`src/rtl/gb_ext_bus_master_if.sv`:
```
// rtl/gb_ext_bus_master_if.sv - command/response stream and split tristate cartridge bus pins
interface gb_ext_bus_master_if;
  logic        cmd_valid;
  logic        cmd_ready;
  logic        cmd_write;
  logic [15:0] cmd_adr;
  logic [7:0]  cmd_data;
  logic        rsp_valid;
  logic [7:0]  rsp_data;
  logic [15:0] adr_out;
  logic        adr_oe;
  logic [7:0]  data_out;
  logic        data_oe;
  logic [7:0]  data_in;
  logic        n_read_out;
  logic        n_write_out;
  logic        n_rw_oe;
  logic        n_dmadrv;

  modport master (
    input  cmd_valid, cmd_write, cmd_adr, cmd_data, data_in, n_dmadrv,
    output cmd_ready, rsp_valid, rsp_data, adr_out, adr_oe, data_out, data_oe,
           n_read_out, n_write_out, n_rw_oe
  );

  modport slave (
    output cmd_valid, cmd_write, cmd_adr, cmd_data, data_in, n_dmadrv,
    input  cmd_ready, rsp_valid, rsp_data, adr_out, adr_oe, data_out, data_oe,
           n_read_out, n_write_out, n_rw_oe
  );
endinterface

```
`src/rtl/gb_ext_bus_master.sv`:
```
// rtl/gb_ext_bus_master.sv - Game Boy cartridge bus initiator with DMA back-off
// Optional IRQ edge capture is built when GB_BUS_MASTER_IRQ_EN is defined.
module gb_ext_bus_master #(
  parameter int CYCLE_CLKS = 4
) (
  input  logic                       clk,
  input  logic                       reset,
  gb_ext_bus_master_if.master        bus,
  input  logic                       n_irq_vb,
  input  logic                       n_irq_st,
  input  logic [1:0]                 irq_ack,
  output logic [1:0]                 irq_pend
);
  localparam logic [3:0] LAST_PHASE = 4'(CYCLE_CLKS - 1);
  localparam logic [3:0] STROBE_END = 4'(CYCLE_CLKS - 2);

  typedef enum logic [1:0] {IDLE, RUN, HOLD} state_t;

  state_t      state_q, state_d;
  logic [3:0]  phase_q, phase_d;
  logic        write_q, write_d;
  logic [15:0] adr_q, adr_d;
  logic [7:0]  data_q, data_d;
  logic        rsp_valid_q, rsp_valid_d;
  logic [7:0]  rsp_data_q, rsp_data_d;
  logic        adr_oe_q, data_oe_q, n_rw_oe_q, n_read_q, n_write_q;
  logic        last, accept, run_d, strobe_d;

  assign last          = (state_q == RUN) && (phase_q == LAST_PHASE);
  assign bus.cmd_ready = !reset && bus.n_dmadrv && ((state_q == IDLE) || last);
  assign accept        = bus.cmd_valid && bus.cmd_ready;

  always_comb begin
    state_d     = state_q;
    phase_d     = phase_q;
    write_d     = write_q;
    adr_d       = adr_q;
    data_d      = data_q;
    rsp_valid_d = 1'b0;
    rsp_data_d  = rsp_data_q;
    case (state_q)
      IDLE: begin
        if (accept) begin
          state_d = RUN;
          phase_d = 4'd0;
          write_d = bus.cmd_write;
          adr_d   = bus.cmd_adr;
          data_d  = bus.cmd_data;
        end
      end
      RUN: begin
        if (!bus.n_dmadrv) begin
          state_d = HOLD;
          phase_d = 4'd0;
        end else if (phase_q == LAST_PHASE) begin
          rsp_valid_d = 1'b1;
          if (!write_q) rsp_data_d = bus.data_in;
          phase_d = 4'd0;
          if (accept) begin
            write_d = bus.cmd_write;
            adr_d   = bus.cmd_adr;
            data_d  = bus.cmd_data;
          end else begin
            state_d = IDLE;
          end
        end else begin
          phase_d = phase_q + 4'd1;
        end
      end
      HOLD: begin
        // latched command is kept and rerun from phase 0 once the responder lets go
        if (bus.n_dmadrv) begin
          state_d = RUN;
          phase_d = 4'd0;
        end
      end
      default: state_d = IDLE;
    endcase
    run_d    = (state_d == RUN);
    strobe_d = run_d && (phase_d != 4'd0) && (phase_d <= STROBE_END);
  end

  always_ff @(posedge clk) begin
    if (reset) begin
      state_q     <= IDLE;
      phase_q     <= 4'd0;
      write_q     <= 1'b0;
      adr_q       <= 16'h0000;
      data_q      <= 8'h00;
      rsp_valid_q <= 1'b0;
      rsp_data_q  <= 8'hff;
      adr_oe_q    <= 1'b0;
      data_oe_q   <= 1'b0;
      n_rw_oe_q   <= 1'b0;
      n_read_q    <= 1'b1;
      n_write_q   <= 1'b1;
    end else begin
      state_q     <= state_d;
      phase_q     <= phase_d;
      write_q     <= write_d;
      adr_q       <= adr_d;
      data_q      <= data_d;
      rsp_valid_q <= rsp_valid_d;
      rsp_data_q  <= rsp_data_d;
      adr_oe_q    <= run_d;
      data_oe_q   <= run_d && write_d;
      n_rw_oe_q   <= run_d;
      n_read_q    <= !(strobe_d && !write_d);
      n_write_q   <= !(strobe_d && write_d);
    end
  end

  // enables drop in the very clock the responder claims the bus for DMA
  assign bus.adr_oe      = adr_oe_q && bus.n_dmadrv;
  assign bus.data_oe     = data_oe_q && bus.n_dmadrv;
  assign bus.n_rw_oe     = n_rw_oe_q && bus.n_dmadrv;
  assign bus.adr_out     = adr_q;
  assign bus.data_out    = data_q;
  assign bus.n_read_out  = n_read_q;
  assign bus.n_write_out = n_write_q;
  assign bus.rsp_valid   = rsp_valid_q;
  assign bus.rsp_data    = rsp_data_q;

`ifdef GB_BUS_MASTER_IRQ_EN
  logic [1:0] irq_prev_q, irq_pend_q, irq_fall;

  assign irq_fall = irq_prev_q & ~{n_irq_st, n_irq_vb};

  always_ff @(posedge clk) begin
    if (reset) begin
      irq_prev_q <= 2'b11;
      irq_pend_q <= 2'b00;
    end else begin
      irq_prev_q <= {n_irq_st, n_irq_vb};
      irq_pend_q <= irq_fall | (irq_pend_q & ~irq_ack);
    end
  end

  assign irq_pend = irq_pend_q;
`else
  logic unused_irq;
  assign unused_irq = ^{n_irq_vb, n_irq_st, irq_ack};
  assign irq_pend   = 2'b00;
`endif
endmodule

```
`src/flat_wrapper.sv`:
```
// flat-port wrapper written by rule: the top's interface ports become plain ports
module gb_ext_bus_master_flat 
#(
  parameter int CYCLE_CLKS = 4
)
  (clk, reset, n_irq_vb, n_irq_st, irq_ack, irq_pend, bus_cmd_valid, bus_cmd_write, bus_cmd_adr, bus_cmd_data, bus_data_in, bus_n_dmadrv, bus_cmd_ready, bus_rsp_valid, bus_rsp_data, bus_adr_out, bus_adr_oe, bus_data_out, bus_data_oe, bus_n_read_out, bus_n_write_out, bus_n_rw_oe);
  gb_ext_bus_master_if bus_i ();
  input  logic clk;
  input  logic reset;
  input  logic n_irq_vb;
  input  logic n_irq_st;
  input  logic [1:0] irq_ack;
  output logic [1:0] irq_pend;
  input wire logic [$bits(bus_i.cmd_valid)-1:0] bus_cmd_valid;
  input wire logic [$bits(bus_i.cmd_write)-1:0] bus_cmd_write;
  input wire logic [$bits(bus_i.cmd_adr)-1:0] bus_cmd_adr;
  input wire logic [$bits(bus_i.cmd_data)-1:0] bus_cmd_data;
  input wire logic [$bits(bus_i.data_in)-1:0] bus_data_in;
  input wire logic [$bits(bus_i.n_dmadrv)-1:0] bus_n_dmadrv;
  output wire logic [$bits(bus_i.cmd_ready)-1:0] bus_cmd_ready;
  output wire logic [$bits(bus_i.rsp_valid)-1:0] bus_rsp_valid;
  output wire logic [$bits(bus_i.rsp_data)-1:0] bus_rsp_data;
  output wire logic [$bits(bus_i.adr_out)-1:0] bus_adr_out;
  output wire logic [$bits(bus_i.adr_oe)-1:0] bus_adr_oe;
  output wire logic [$bits(bus_i.data_out)-1:0] bus_data_out;
  output wire logic [$bits(bus_i.data_oe)-1:0] bus_data_oe;
  output wire logic [$bits(bus_i.n_read_out)-1:0] bus_n_read_out;
  output wire logic [$bits(bus_i.n_write_out)-1:0] bus_n_write_out;
  output wire logic [$bits(bus_i.n_rw_oe)-1:0] bus_n_rw_oe;
  assign bus_i.cmd_valid = bus_cmd_valid;
  assign bus_i.cmd_write = bus_cmd_write;
  assign bus_i.cmd_adr = bus_cmd_adr;
  assign bus_i.cmd_data = bus_cmd_data;
  assign bus_i.data_in = bus_data_in;
  assign bus_i.n_dmadrv = bus_n_dmadrv;
  assign bus_cmd_ready = bus_i.cmd_ready;
  assign bus_rsp_valid = bus_i.rsp_valid;
  assign bus_rsp_data = bus_i.rsp_data;
  assign bus_adr_out = bus_i.adr_out;
  assign bus_adr_oe = bus_i.adr_oe;
  assign bus_data_out = bus_i.data_out;
  assign bus_data_oe = bus_i.data_oe;
  assign bus_n_read_out = bus_i.n_read_out;
  assign bus_n_write_out = bus_i.n_write_out;
  assign bus_n_rw_oe = bus_i.n_rw_oe;
  gb_ext_bus_master #(.CYCLE_CLKS(CYCLE_CLKS)) u_core (.clk(clk), .reset(reset), .bus(bus_i), .n_irq_vb(n_irq_vb), .n_irq_st(n_irq_st), .irq_ack(irq_ack), .irq_pend(irq_pend));
endmodule
```
`config.mk`:
```
export PLATFORM = sky130hd
export DESIGN_NAME = gb_ext_bus_master_flat
export DESIGN_NICKNAME = d
export VERILOG_FILES = /design/src/rtl/gb_ext_bus_master_if.sv /design/src/rtl/gb_ext_bus_master.sv /design/src/flat_wrapper.sv
export SDC_FILE = /design/constraint.sdc
export NUM_CORES = 1
export LEC_CHECK = 0
export ABC_AREA = 1
export BUFFER_PORTS_ARGS = -buffer_cell sky130_fd_sc_hd__clkbuf_2
export CAP_MARGIN = 20
export CORE_ASPECT_RATIO = 0.9
export CORE_UTILIZATION = 42
export CTS_CLUSTER_SIZE = 30
export DETAILED_ROUTE_END_ITERATION = 8
export PLACE_DENSITY = 0.85
export SYNTH_ARGS = -nofsm -noshare
export SYNTH_HDL_FRONTEND = slang
export SYNTH_SLANG_ARGS = --single-unit
```
`constraint.sdc`:
```
create_clock -name clk -period 1.7 [get_ports clk]
set_clock_uncertainty 0.15 [all_clocks]
set_input_delay 0.34 -clock clk [delete_from_list [all_inputs] [get_ports clk]]
set_output_delay 0.34 -clock clk [all_outputs]
set_load 0.02 [all_outputs]
```
==> flow_summary_export.csv <==
group,metric,value,unit
status,status,"finished, violations left",
status,failed_checks,"negative setup slack",
clocking,clock_latency,0.29,ns
route,drc,0,
final_layout,antenna_cells_inserted,0,
route,routed_via_density,4.711,
floorplan,std_cell_rows,22,
timing,finalCritPeriodShare,101.9,%
timing,whs,0.1040,ns
timing,grt_setup_unrepaired,"true",
critical_path,worst-path-max-fanout,2,
pwr,ir_worst_vdd,0.0004960,V
min_path,hold_crit_path_type,"in2reg",
floorplan,coreArea,4129,um^2
route,dr_total_vias,1762,
critical_path,critical_path.endpoint_type,"primary output",
timing,timing_hold_violations_final,0,
route,ant_nets,0,
floorplan,die_h,64.85,um
floorplan,full_die_area,4657,um^2
synth,synth_area,1843,um^2
clocking,hold_buffers,0,
clocking,tritoncts,"yes",
grt,globalRouteOverflowTotal,0,
critical_path,cp_data_arrival_time,1.24,ns
synth,synthCells,239,
grt,grt_pass1_vias,1618,
grt,grt_max_degree,25,
synth,post_synthesis_sequential_area_ratio,47.79,%
timing,finalSetupViolations,1,
clocking,root_buffer_selected_by_cts,"sky130_fd_sc_hd__clkbuf_8",
clocking,ctsHtreeMaxLevel,2,
route,initialDrtViolationCount,65,
critical_path,required,1.21,ns
timing,final_period_minus_worst_setup_slack,1.732,ns
synth,synthesis.yosys.warnings,0,
final_layout,finish.net_count,368,
floorplan,pin_count,82,
route,routed_wirelength,4340,um
critical_path,setup.worst_path.class,"reg2out",
flow_run,max-cap-violations,0,
timing,final_max_slew_viol_count,0,
timing,setup_total_negative_slack,-0.03246,ns
synth,postSynthRegisterBits,44,
placed_design,place_hpwl,3049,um
synth,post_synth_num_cell_types,27,
route,detailedRoute.firstPassIterationCount,4,
clocking,cts_max_path_buffers,2,
route,post_drt_wl_per_cell,11.60,um
grt,globalRouteTotalUtil,19.28,%
synth,synth_area_per_cell,7.711,um^2
timing,post-route-worst-setup-slack,-0.03246,ns
clocking,cts_made_buffers,5,
critical_path,cp-start-kind,"flop",
timing,maxClockFrequency,577.2,MHz
final_layout,utilization,60.15,%
pwr,power-per-cell-area,805.2,nW/um^2
clocking,path_clk_slew,0.08,ns
pwr,total_leakage_power,1.236,nW
floorplan,initial_utilization,44.64,%
placed_design,place.gp.congestion,0.7833,
placed_design,portBuffers,75,
final_layout,drive_gt1_share,40.18,%
final_layout,areaGrowthSynthToFinish,34.76,%
grt,global_route_wire_length_before_repair,6948,um
floorplan,die_x,71.83,um
grt,antenna_violations_before_repair,0,
clocking,clock_net_sink_count,44,
## state kept, by name, summed over array words and instances, names as in the netlist
name	cells
u_core.bus.adr_out	16
u_core.bus.data_out	8
u_core.bus.rsp_data	8
u_core.phase_q	4
u_core.state_q	2
u_core.adr_oe_q	1
u_core.bus.n_read_out	1
u_core.bus.n_write_out	1
u_core.bus.rsp_valid	1
u_core.data_oe_q	1
u_core.write_q	1
## Yosys cell counts
cell | n | area share (%)
sky130_fd_sc_hd__nor2_1 | 58 | 12
sky130_fd_sc_hd__dfxtp_1 | 44 | 48
sky130_fd_sc_hd__nand2_1 | 41 | 8.4
sky130_fd_sc_hd__o21ai_1 | 22 | 6.0
sky130_fd_sc_hd__nand3_1 | 18 | 4.9
sky130_fd_sc_hd__inv_1 | 13 | 2.6
sky130_fd_sc_hd__buf_6 | 5 | 3.1
sky130_fd_sc_hd__o21ai_0 | 5 | 1.4
sky130_fd_sc_hd__buf_4 | 3 | 1.2
sky130_fd_sc_hd__clkbuf_1 | 3 | 0.61
sky130_fd_sc_hd__inv_2 | 3 | 0.61
sky130_fd_sc_hd__nor2_2 | 3 | 1.0
sky130_fd_sc_hd__nor3_1 | 3 | 0.81
sky130_fd_sc_hd__nand2_2 | 2 | 0.68
sky130_fd_sc_hd__nand2_4 | 2 | 1.2
sky130_fd_sc_hd__nand2_8 | 2 | 2.2
sky130_fd_sc_hd__nand3_2 | 2 | 1.1
sky130_fd_sc_hd__a21oi_1 | 1 | 0.27
sky130_fd_sc_hd__a21oi_2 | 1 | 0.48
sky130_fd_sc_hd__buf_2 | 1 | 0.27
sky130_fd_sc_hd__clkinv_4 | 1 | 0.48
sky130_fd_sc_hd__conb_1 | 1 | 0.20
sky130_fd_sc_hd__ha_1 | 1 | 0.68
sky130_fd_sc_hd__inv_6 | 1 | 0.48
sky130_fd_sc_hd__nand4_1 | 1 | 0.34
sky130_fd_sc_hd__nor2_4 | 1 | 0.61
sky130_fd_sc_hd__nor3_4 | 1 | 0.88
## final timing paths
| kind | slack, ns | end | from | depth (start not counted) |
|---|---|---|---|---|
| max reg2reg | 0.03 | u_core.bus.adr_out[12] | u_core.phase_q[0] | 10 |
| min | 0.10 | u_core.bus.rsp_data[0] | bus_data_in[0] | 3 |
| min reg2reg | 0.31 | u_core.bus.rsp_data[7] | u_core.bus.rsp_data[7] | 2 |
| max | -0.03 | bus_cmd_ready | u_core.phase_q[0] | 6 |
## routing by layer
metal / part of all wire, % / wire, um / GRT usage (%) / up-vias
met5: 0 / 0 / 0 / -
met2: 48 / 2088 / 34.55 / 63
met1: 44 / 1918 / 21.68 / 764
met3: 5.9 / 254 / 4.199 / 8
met4: 1.8 / 79 / 9.069 / 0
li1: - / - / - / 927
## what timing repair did
item                                    in CTS  in global routing
endpoints found under the setup margin       1                 32
pin swaps                                    5                  6
resized for setup                           10                 17
setup buffers                                3                  1
cloned                                       0                  1
## logic make-up after synthesis
| family | after synthesis | share of synthesized area, % |
|---|---|---|
| simple gates | 134 | 33.88 |
| flops | 44 | 47.79 |
| buf+inv | 30 | 9.368 |
| compound gates | 29 | 8.079 |
| fa+ha+maj | 1 | 0.6788 |
| other cells | 1 | 0.2035 |
## per-stage QoR
step                power [mW]  setup slack [ns]  cells  area [um^2]
floorplan                1.290           0.06677    240         1847
global placement         1.382           0.06117    362         2282
detailed placement       1.391           0.02652    362         2282
CTS                      2.001          -0.07784    372         2421
global route             2.096          -0.07688    374         2484
finish                   2.000          -0.03246    374         2484
## layout by cell type (no fill, tap or decap), types with 2 or more instances in the layout
cell type / netlist / routed
sky130_fd_sc_hd__o21ai_1: 22 / 20
sky130_fd_sc_hd__nand2_1: 41 / 40
sky130_fd_sc_hd__nand3_1: 18 / 16
sky130_fd_sc_hd__dfxtp_1: 44 / 40
sky130_fd_sc_hd__nor2_4: 1 / 2
sky130_fd_sc_hd__nor3_1: 3 / 3
sky130_fd_sc_hd__inv_1: 13 / 12
sky130_fd_sc_hd__conb_1: 1 / 2
sky130_fd_sc_hd__buf_4: 3 / 13
sky130_fd_sc_hd__inv_2: 3 / 4
sky130_fd_sc_hd__nand2_4: 2 / 5
sky130_fd_sc_hd__clkbuf_8: 0 / 5
sky130_fd_sc_hd__o21ai_2: 0 / 5
sky130_fd_sc_hd__clkbuf_2: 0 / 74
sky130_fd_sc_hd__nor2_1: 58 / 57
sky130_fd_sc_hd__dfxtp_2: 0 / 4
sky130_fd_sc_hd__nand3_2: 2 / 4
sky130_fd_sc_hd__nor2_2: 3 / 3
sky130_fd_sc_hd__nand2_8: 2 / 2
sky130_fd_sc_hd__o21ai_0: 5 / 2
## final cells by class
cell class	instances	area (um^2)
inverters	18	80.08
clock inverters	1	5.005
multi-input cells	167	865.8
repair buffers	90	514.2
flip-flops and latches	44	885.9
fillers	392	1645
clock buffers	6	72.57
well taps	48	60.06
## power breakdown
part / leakage [nW] / internal [mW] / total, mW / switching [mW]
Combinational: 0.835 / 0.120 / 0.302 / 0.181
Clock: 0.0410 / 0.279 / 0.610 / 0.331
Sequential: 0.360 / 1.07 / 1.09 / 0.0216
Total: 1.24 / 1.47 / 2.00 / 0.534
## worst max-delay path, stage by stage, from the launching register on
cell                      delay, ns
sky130_fd_sc_hd__dfxtp_2       0.36
sky130_fd_sc_hd__ha_4          0.16
sky130_fd_sc_hd__nand2_4       0.05
sky130_fd_sc_hd__nor2_4        0.12
sky130_fd_sc_hd__nand2_4       0.09
sky130_fd_sc_hd__nand2_8       0.07
sky130_fd_sc_hd__buf_8         0.11
Power figures use the tool's default switching activity.
